**src/rtl/multicycle_controller.sv**
```systemverilog
// -----------------------------------------------------------------------------
// multicycle_controller
//
// Control unit for a multicycle ARM datapath. A ten-state FSM runs one datapath
// step per clock: fetch, decode, address/execute, memory, writeback. The unit
// also holds the NZCV condition-flag register, evaluates the condition field
// for conditional execution, and stalls on the memory ready handshake.
//
// Ports
//   clk         in   system clock, rising edge
//   reset       in   asynchronous active-high reset (state FETCH, Flags 0000)
//   Instr[19:0] in   IR bits [31:12]: Cond[19:16] Op[15:14] Funct[13:8] Rd[3:0]
//   ALUFlags    in   live ALU flags {N,Z,C,V}
//   MemReady    in   memory completes the current access this cycle
//   PCWrite     out  PC enable
//   MemWrite    out  memory write strobe
//   RegWrite    out  register file write enable
//   IRWrite     out  instruction register enable
//   AdrSrc      out  memory address select (0 PC, 1 ALUOut)
//   ALUSrcA     out  ALU A select (0 RD1, 1 PC)
//   ALUSrcB     out  ALU B select (00 RD2, 01 ExtImm, 10 constant 4)
//   ResultSrc   out  result select (00 ALUOut, 01 data reg, 10 ALU result)
//   ImmSrc      out  immediate format, Op passed through
//   RegSrc      out  {STR, branch} register-address selects
//   ALUControl  out  00 ADD, 01 SUB, 10 AND, 11 ORR
//   Flags       out  registered flags {N,Z,C,V}
//   State       out  current state encoding (debug)
// -----------------------------------------------------------------------------
module multicycle_controller (
  input  logic        clk,
  input  logic        reset,
  input  logic [19:0] Instr,
  input  logic [3:0]  ALUFlags,
  input  logic        MemReady,
  output logic        PCWrite,
  output logic        MemWrite,
  output logic        RegWrite,
  output logic        IRWrite,
  output logic        AdrSrc,
  output logic        ALUSrcA,
  output logic [1:0]  ALUSrcB,
  output logic [1:0]  ResultSrc,
  output logic [1:0]  ImmSrc,
  output logic [1:0]  RegSrc,
  output logic [1:0]  ALUControl,
  output logic [3:0]  Flags,
  output logic [3:0]  State
);

  typedef enum logic [3:0] {
    S_FETCH    = 4'd0,
    S_DECODE   = 4'd1,
    S_MEMADR   = 4'd2,
    S_MEMREAD  = 4'd3,
    S_MEMWB    = 4'd4,
    S_MEMWRITE = 4'd5,
    S_EXECUTER = 4'd6,
    S_EXECUTEI = 4'd7,
    S_ALUWB    = 4'd8,
    S_BRANCH   = 4'd9
  } state_t;

  state_t      r_state;
  state_t      w_next;
  logic [3:0]  r_flags;

  logic [3:0]  w_cond;
  logic [1:0]  w_op;
  logic [5:0]  w_funct;
  logic [3:0]  w_rd;
  logic        w_unused_rn;

  logic        w_regw;
  logic        w_memw;
  logic        w_branch;
  logic        w_irw;
  logic        w_fetch_adv;
  logic        w_alu_dec;
  logic [1:0]  w_flagw;
  logic        w_condex;
  logic        w_pcs;

  // ARM condition-code evaluation against {N,Z,C,V}.
  function automatic logic cond_check(input logic [3:0] cond, input logic [3:0] f);
    logic n, z, c, v, res;
    {n, z, c, v} = f;
    case (cond)
      4'b0000: res = z;                      // EQ
      4'b0001: res = ~z;                     // NE
      4'b0010: res = c;                      // CS
      4'b0011: res = ~c;                     // CC
      4'b0100: res = n;                      // MI
      4'b0101: res = ~n;                     // PL
      4'b0110: res = v;                      // VS
      4'b0111: res = ~v;                     // VC
      4'b1000: res = c & ~z;                 // HI
      4'b1001: res = ~(c & ~z);              // LS
      4'b1010: res = (n == v);               // GE
      4'b1011: res = (n != v);               // LT
      4'b1100: res = ~z & (n == v);          // GT
      4'b1101: res = z | (n != v);           // LE
      4'b1110: res = 1'b1;                   // AL
      default: res = 1'b0;                   // 1111: never
    endcase
    return res;
  endfunction

  assign w_cond      = Instr[19:16];
  assign w_op        = Instr[15:14];
  assign w_funct     = Instr[13:8];
  assign w_rd        = Instr[3:0];
  // Rn is not needed by control; folded into an intentionally unused net.
  assign w_unused_rn = ^Instr[7:4];

  // State register with asynchronous reset to FETCH.
  always_ff @(posedge clk or posedge reset) begin
    if (reset) begin
      r_state <= S_FETCH;
    end else begin
      r_state <= w_next;
    end
  end

  // Flag register: only execute states produce a nonzero FlagW, so writes
  // land exactly on the edge leaving EXECUTER/EXECUTEI.
  always_ff @(posedge clk or posedge reset) begin
    if (reset) begin
      r_flags <= 4'b0000;
    end else begin
      if (w_flagw[1] & w_condex) begin
        r_flags[3:2] <= ALUFlags[3:2];
      end
      if (w_flagw[0] & w_condex) begin
        r_flags[1:0] <= ALUFlags[1:0];
      end
    end
  end

  // Next-state logic and per-state datapath selects.
  always_comb begin
    w_next      = S_FETCH;
    w_regw      = 1'b0;
    w_memw      = 1'b0;
    w_branch    = 1'b0;
    w_irw       = 1'b0;
    w_fetch_adv = 1'b0;
    w_alu_dec   = 1'b0;
    AdrSrc      = 1'b0;
    ALUSrcA     = 1'b0;
    ALUSrcB     = 2'b00;
    ResultSrc   = 2'b00;
    case (r_state)
      S_FETCH: begin
        ALUSrcA     = 1'b1;
        ALUSrcB     = 2'b10;
        ResultSrc   = 2'b10;
        w_irw       = MemReady;
        w_fetch_adv = MemReady;
        w_next      = MemReady ? S_DECODE : S_FETCH;
      end
      S_DECODE: begin
        ALUSrcA   = 1'b1;
        ALUSrcB   = 2'b10;
        ResultSrc = 2'b10;
        case (w_op)
          2'b00:   w_next = w_funct[5] ? S_EXECUTEI : S_EXECUTER;
          2'b01:   w_next = S_MEMADR;
          2'b10:   w_next = S_BRANCH;
          default: w_next = S_FETCH;        // undefined opcode: no side effects
        endcase
      end
      S_MEMADR: begin
        ALUSrcB = 2'b01;
        w_next  = w_funct[0] ? S_MEMREAD : S_MEMWRITE;
      end
      S_MEMREAD: begin
        AdrSrc = 1'b1;
        w_next = MemReady ? S_MEMWB : S_MEMREAD;
      end
      S_MEMWB: begin
        ResultSrc = 2'b01;
        w_regw    = 1'b1;
        w_next    = S_FETCH;
      end
      S_MEMWRITE: begin
        AdrSrc = 1'b1;
        w_memw = 1'b1;
        w_next = MemReady ? S_FETCH : S_MEMWRITE;
      end
      S_EXECUTER: begin
        w_alu_dec = 1'b1;
        w_next    = S_ALUWB;
      end
      S_EXECUTEI: begin
        ALUSrcB   = 2'b01;
        w_alu_dec = 1'b1;
        w_next    = S_ALUWB;
      end
      S_ALUWB: begin
        w_regw = 1'b1;
        w_next = S_FETCH;
      end
      S_BRANCH: begin
        ALUSrcB   = 2'b01;
        ResultSrc = 2'b10;
        w_branch  = 1'b1;
        w_next    = S_FETCH;
      end
      default: begin
        w_next = S_FETCH;                   // illegal encodings recover
      end
    endcase
  end

  // ALU operation and flag-write decode; only active in execute states.
  // Unsupported commands fall back to ADD and never touch the flags.
  always_comb begin
    ALUControl = 2'b00;
    w_flagw    = 2'b00;
    if (w_alu_dec) begin
      case (w_funct[4:1])
        4'b0100: begin ALUControl = 2'b00; w_flagw = {2{w_funct[0]}};  end
        4'b0010: begin ALUControl = 2'b01; w_flagw = {2{w_funct[0]}};  end
        4'b0000: begin ALUControl = 2'b10; w_flagw = {w_funct[0], 1'b0}; end
        4'b1100: begin ALUControl = 2'b11; w_flagw = {w_funct[0], 1'b0}; end
        default: begin ALUControl = 2'b00; w_flagw = 2'b00; end
      endcase
    end else begin
      ALUControl = 2'b00;
      w_flagw    = 2'b00;
    end
  end

  assign w_condex = cond_check(w_cond, r_flags);
  assign w_pcs    = ((w_rd == 4'hF) & w_regw) | w_branch;

  // Write enables are forced low while reset is held; the state register is
  // already FETCH then, so every select shows its FETCH value.
  assign PCWrite  = ~reset & (w_fetch_adv | (w_pcs & w_condex));
  assign MemWrite = ~reset & w_memw & w_condex & MemReady;
  assign RegWrite = ~reset & w_regw & w_condex;
  assign IRWrite  = ~reset & w_irw;

  assign ImmSrc = w_op;
  assign RegSrc = {(w_op == 2'b01) & ~w_funct[0], (w_op == 2'b10)};
  assign Flags  = r_flags;
  assign State  = r_state;

endmodule

```
**config.mk**
```make
export PLATFORM = sky130hd
export DESIGN_NAME = multicycle_controller
export DESIGN_NICKNAME = d
export VERILOG_FILES = /design/src/rtl/multicycle_controller.sv
export SDC_FILE = /design/constraint.sdc
export NUM_CORES = 1
export LEC_CHECK = 0
export CELL_PAD_IN_SITES_DETAIL_PLACEMENT = 1
export CELL_PAD_IN_SITES_GLOBAL_PLACEMENT = 2
export CORE_UTILIZATION = 19
export CTS_BUF_LIST = sky130_fd_sc_hd__clkbuf_16
export CTS_CLUSTER_DIAMETER = 80
export CTS_CLUSTER_SIZE = 12
export DETAILED_ROUTE_END_ITERATION = 12
export PLACE_DENSITY = 0.85
export SYNTH_ARGS = -nofsm -noshare
export SYNTH_HDL_FRONTEND = slang
export SYNTH_SLANG_ARGS = --single-unit
```
**constraint.sdc**
```tcl
create_clock -name clk -period 2.7 [get_ports clk]
set_clock_uncertainty 0.15 [all_clocks]
set_input_delay 0.27 -clock clk [delete_from_list [all_inputs] [get_ports clk]]
set_output_delay 0.27 -clock clk [all_outputs]
set_load 0.005 [all_outputs]
```
==> summary.md <==
| Metric | Value |
|---|---|
| Clock Latency Late Sink | 0.23 ns |
| DRT antenna net count | 0 |
| TritonCTS Sinks | 8 |
| Core Util, Final | 35.5% |
| Std-Cell Core Area | 4380 um2 |
| Worst path depth | 7 |
| Synth Area in Compound Gates | 24.5% |
| Placed insts | 212 |
| Max transition margin | 72.6% |
| Worst setup EP type | output port |
| Clock Path Buffers | 2 |
| Area Growth Syn to Fin | 78.8% |
| Hold buffer count at cts | 0 |
| Peak Freq | 0.383 GHz |
| Worst Setup Start Kind | flip-flop |
| Multiplexer fraction of the synthesized cell area | 6.33% |
| Critical Path Fanout Max | 5 |
| Buf+Inv Stages, Crit Path | 1 |
| Final Max Slew Viols | 0 |
| PD cells | 717 nW/um2 |
| Die height | 69.7 um |
| Switching power share of the total | 35.5% |
| GRT overflow | 0 |
| Number of CTS-inserted buffers | 3 |
| Final Worst Setup Slack | 0.0916 ns |
| Yosys top cell by area | dfrtp_1 |
| Total track usage | 12.4% |
| DRC viols | 0 |
| CP max-delay cell | clkdlybuf4s50_1 |
| Worst Path Arrival | 2.19 ns |
| Wirelength, routed | 3030 um |
| Synthesized flop and latch total | 8 |
| Final Setup Violations | 0 |
| Max cap viols | 0 |
| First-pass DRT Iterations | 4 |
| Final hold vios | 0 |
| Largest cells by area after synthesis | dfrtp_1, xnor2_1, mux2_1 |
| Clock share of power | 22.2% |
| Worst-Margin Slew | 0.409 ns |
| Initial Util | 19.8% |
| Post-synth EDFFs | 0 |
| Fill cells | 512 |
| Global-route wire length before repair | 4940 um |
| Cell chain of the critical path | nor2b_1, nor3_2, a21o_1, o41ai_4, and2_4, o21bai_1, clkdlybuf4s50_1 |
| Hold_ws | 0.288 ns |
| Die Area | 4850 um2 |
| Mapped Area | 870 um2 |
| Post-Synth XOR/XNOR Area | 6.04% |
| Seq pwr share | 21.9% |
| Largest net degree at the start of global routing | 12 |
| Vias per inst | 4.84 |
| Dpl hpwl | 2380 um |
| Peak VDD IR | 247 uV |
| WL/cell | 14.0 um |
| Worst R2R Path Depth | 8 |
| R2R Setup Slk | 0.37 ns |
| Adder-cell share of the synthesized area | 0% |
| Ys async rst share | 100% |
| Vias | 1046 |
| Ys Warns | 0 |
| Worst-path clk slew | 0.04 ns |
| Vias in the first global route | 1057 |
| Final worst path period need | 2.61 ns |
| Status | complete, no violations |
| Sequential share of the synthesized area | 23.0% |
| GP Congestion | 0.736 |
| Ys flop type | dfrtp_1 |
| Share of layout cells above drive strength 1 | 17.7% |
| Fin nets | 193 |
| Antenna cell count | 0 |
| CTS H-tree depth | 1 |
| Slowest Stage Delay on Critical Path | 0.44 ns |
| Synth Area per Inst | 7.76 um2 |
| Ports | 51 |
| Leak pwr | 0.652 nW |
| Tightest Hold Check Type | primary input to asynchronous set/reset pin |
| Clock Tree Root | clkbuf_16 |
| Synthesized Nets | 139 |
| Critical path data required time | 2.28 ns |
| P_sw | 0.000396 W |
| Crit Path Class | flip-flop to output port |
| Unique masters post-synth | 40 |
| Post-synthesis cell count | 112 |
| Period utilization | 96.6% |
| CP top delay family | compound AO/OA/AOI/OAI gates |
| Main combinational cell family by area after synthesis | simple AND/OR/NAND/NOR gates |
| Final std cells w/o fill | 216 |
| Simple-Gate Fraction of Synth Area | 31.2% |
| Row count | 24 |
| Int Power | 0.000719 W |
| Setup_tns | 0 ns |
| Comb power frac | 55.9% |
| Top cell type's share of synthesized area | 23.0% |
| Port Buf Inserts | 46 |
| Dpl ws | -0.294 ns |
| CTS tree | done |
| DRT iter0 DRCs | 20 |
| Die width | 69.7 um |
| Initial antenna violation count | 0 |
## synth_stat cells, drive strengths merged, types with 2 or more instances
library cell and count:
nor2 12, dfrtp 8, nand2 8, buf 7, nor3 7, a21oi 6
xnor2 6, nor2b 5, o21ai 5, inv 4, mux2 4, nand2b 4
a211oi 3, clkbuf 3, nand3b 3, o22ai 3, and3 2, nor3b 2
nor4 2, o211a 2, o21a 2
## final cells by class
class | instances | area (um2) | area share [%]
Inverter | 4 | 15.0 | 0.965
Sequential cell | 8 | 203 | 13.0
Tap cell | 52 | 65.1 | 4.18
Multi-Input combinational cell | 90 | 638 | 41.0
Timing Repair Buffer | 59 | 559 | 36.0
Clock buffer | 3 | 75.1 | 4.83
## power by group through the flow
stage               Clock, W  Sequential, W  Combinational [W]
finish              0.000247       0.000244           0.000623
global route        0.000259       0.000256           0.000680
CTS                 0.000253       0.000242           0.000618
detailed placement         0       0.000244           0.000611
global placement           0       0.000242           0.000593
floorplan                  0       0.000186           0.000344
## worst min-delay path: stages
cell	delay, ns
clkdlybuf4s50_1	0.46
inv_1	0.10
buf_4	0.17
## cells by family after synthesis
logic type | Yosys count
buffers and inverters | 14
and+or+nand+nor | 50
AOI/OAI and AO/OA | 29
muxes | 5
xor gates and xnor gates | 6
DFF | 8
## flip-flops by register name, summed over array words and instances, names as in the netlist
signal,count
Flags,4
State,4
## per-layer routing
layer,vias to the layer above,routed length (um),track usage (%)
met2,31,1680,22.8
met5,-,0,0
met4,0,53,4.00
li1,506,-,-
met1,503,1220,14.9
met3,6,78,1.45
## cell usage in the layout (no fill, tap or decap), types with 2 or more instances in the layout
master and count:
nand2b_1 4, clkbuf_16 3, dlygate4sd2_1 3, a21oi_1 6, nand2_1 8, dfrtp_2 2
and3_1 2, nor4_1 2, buf_4 13, o21ai_0 4, a211oi_1 2, nor2_1 12
nand3b_1 3, nor3_2 2, nor3_1 5, nor3b_1 2, xnor2_1 5, inv_1 4
clkdlybuf4s50_1 41, o22ai_1 3, nor2b_1 4, dfrtp_1 6, mux2_1 4, dlymetal6s2s_1 2
o211a_1 2, o21a_1 2
## metrics by stage
stage	total power [W]	instance area [um2]
floorplan	0.000531	870
global placement	0.000835	1420
detailed placement	0.000855	1420
CTS	0.00111	1500
global route	0.00119	1560
finish	0.00111	1560
## what timing repair did
action,4_1_cts,5_1_grt
buffers inserted,1,0
pin swaps,1,1
setup endpoints to repair,3,2
resized for setup,4,11
cloned,0,0
## worst paths after layout
check                      startpoint        to
min                             reset  Flags[2]
min in group clk             Flags[0]  Flags[0]
max in group asynchronous       reset  Flags[0]
max                          Flags[1]   PCWrite
min reg2reg                  Flags[0]  Flags[0]
max reg2reg                  Flags[3]  Flags[1]
(Power assumes the default switching activity.)
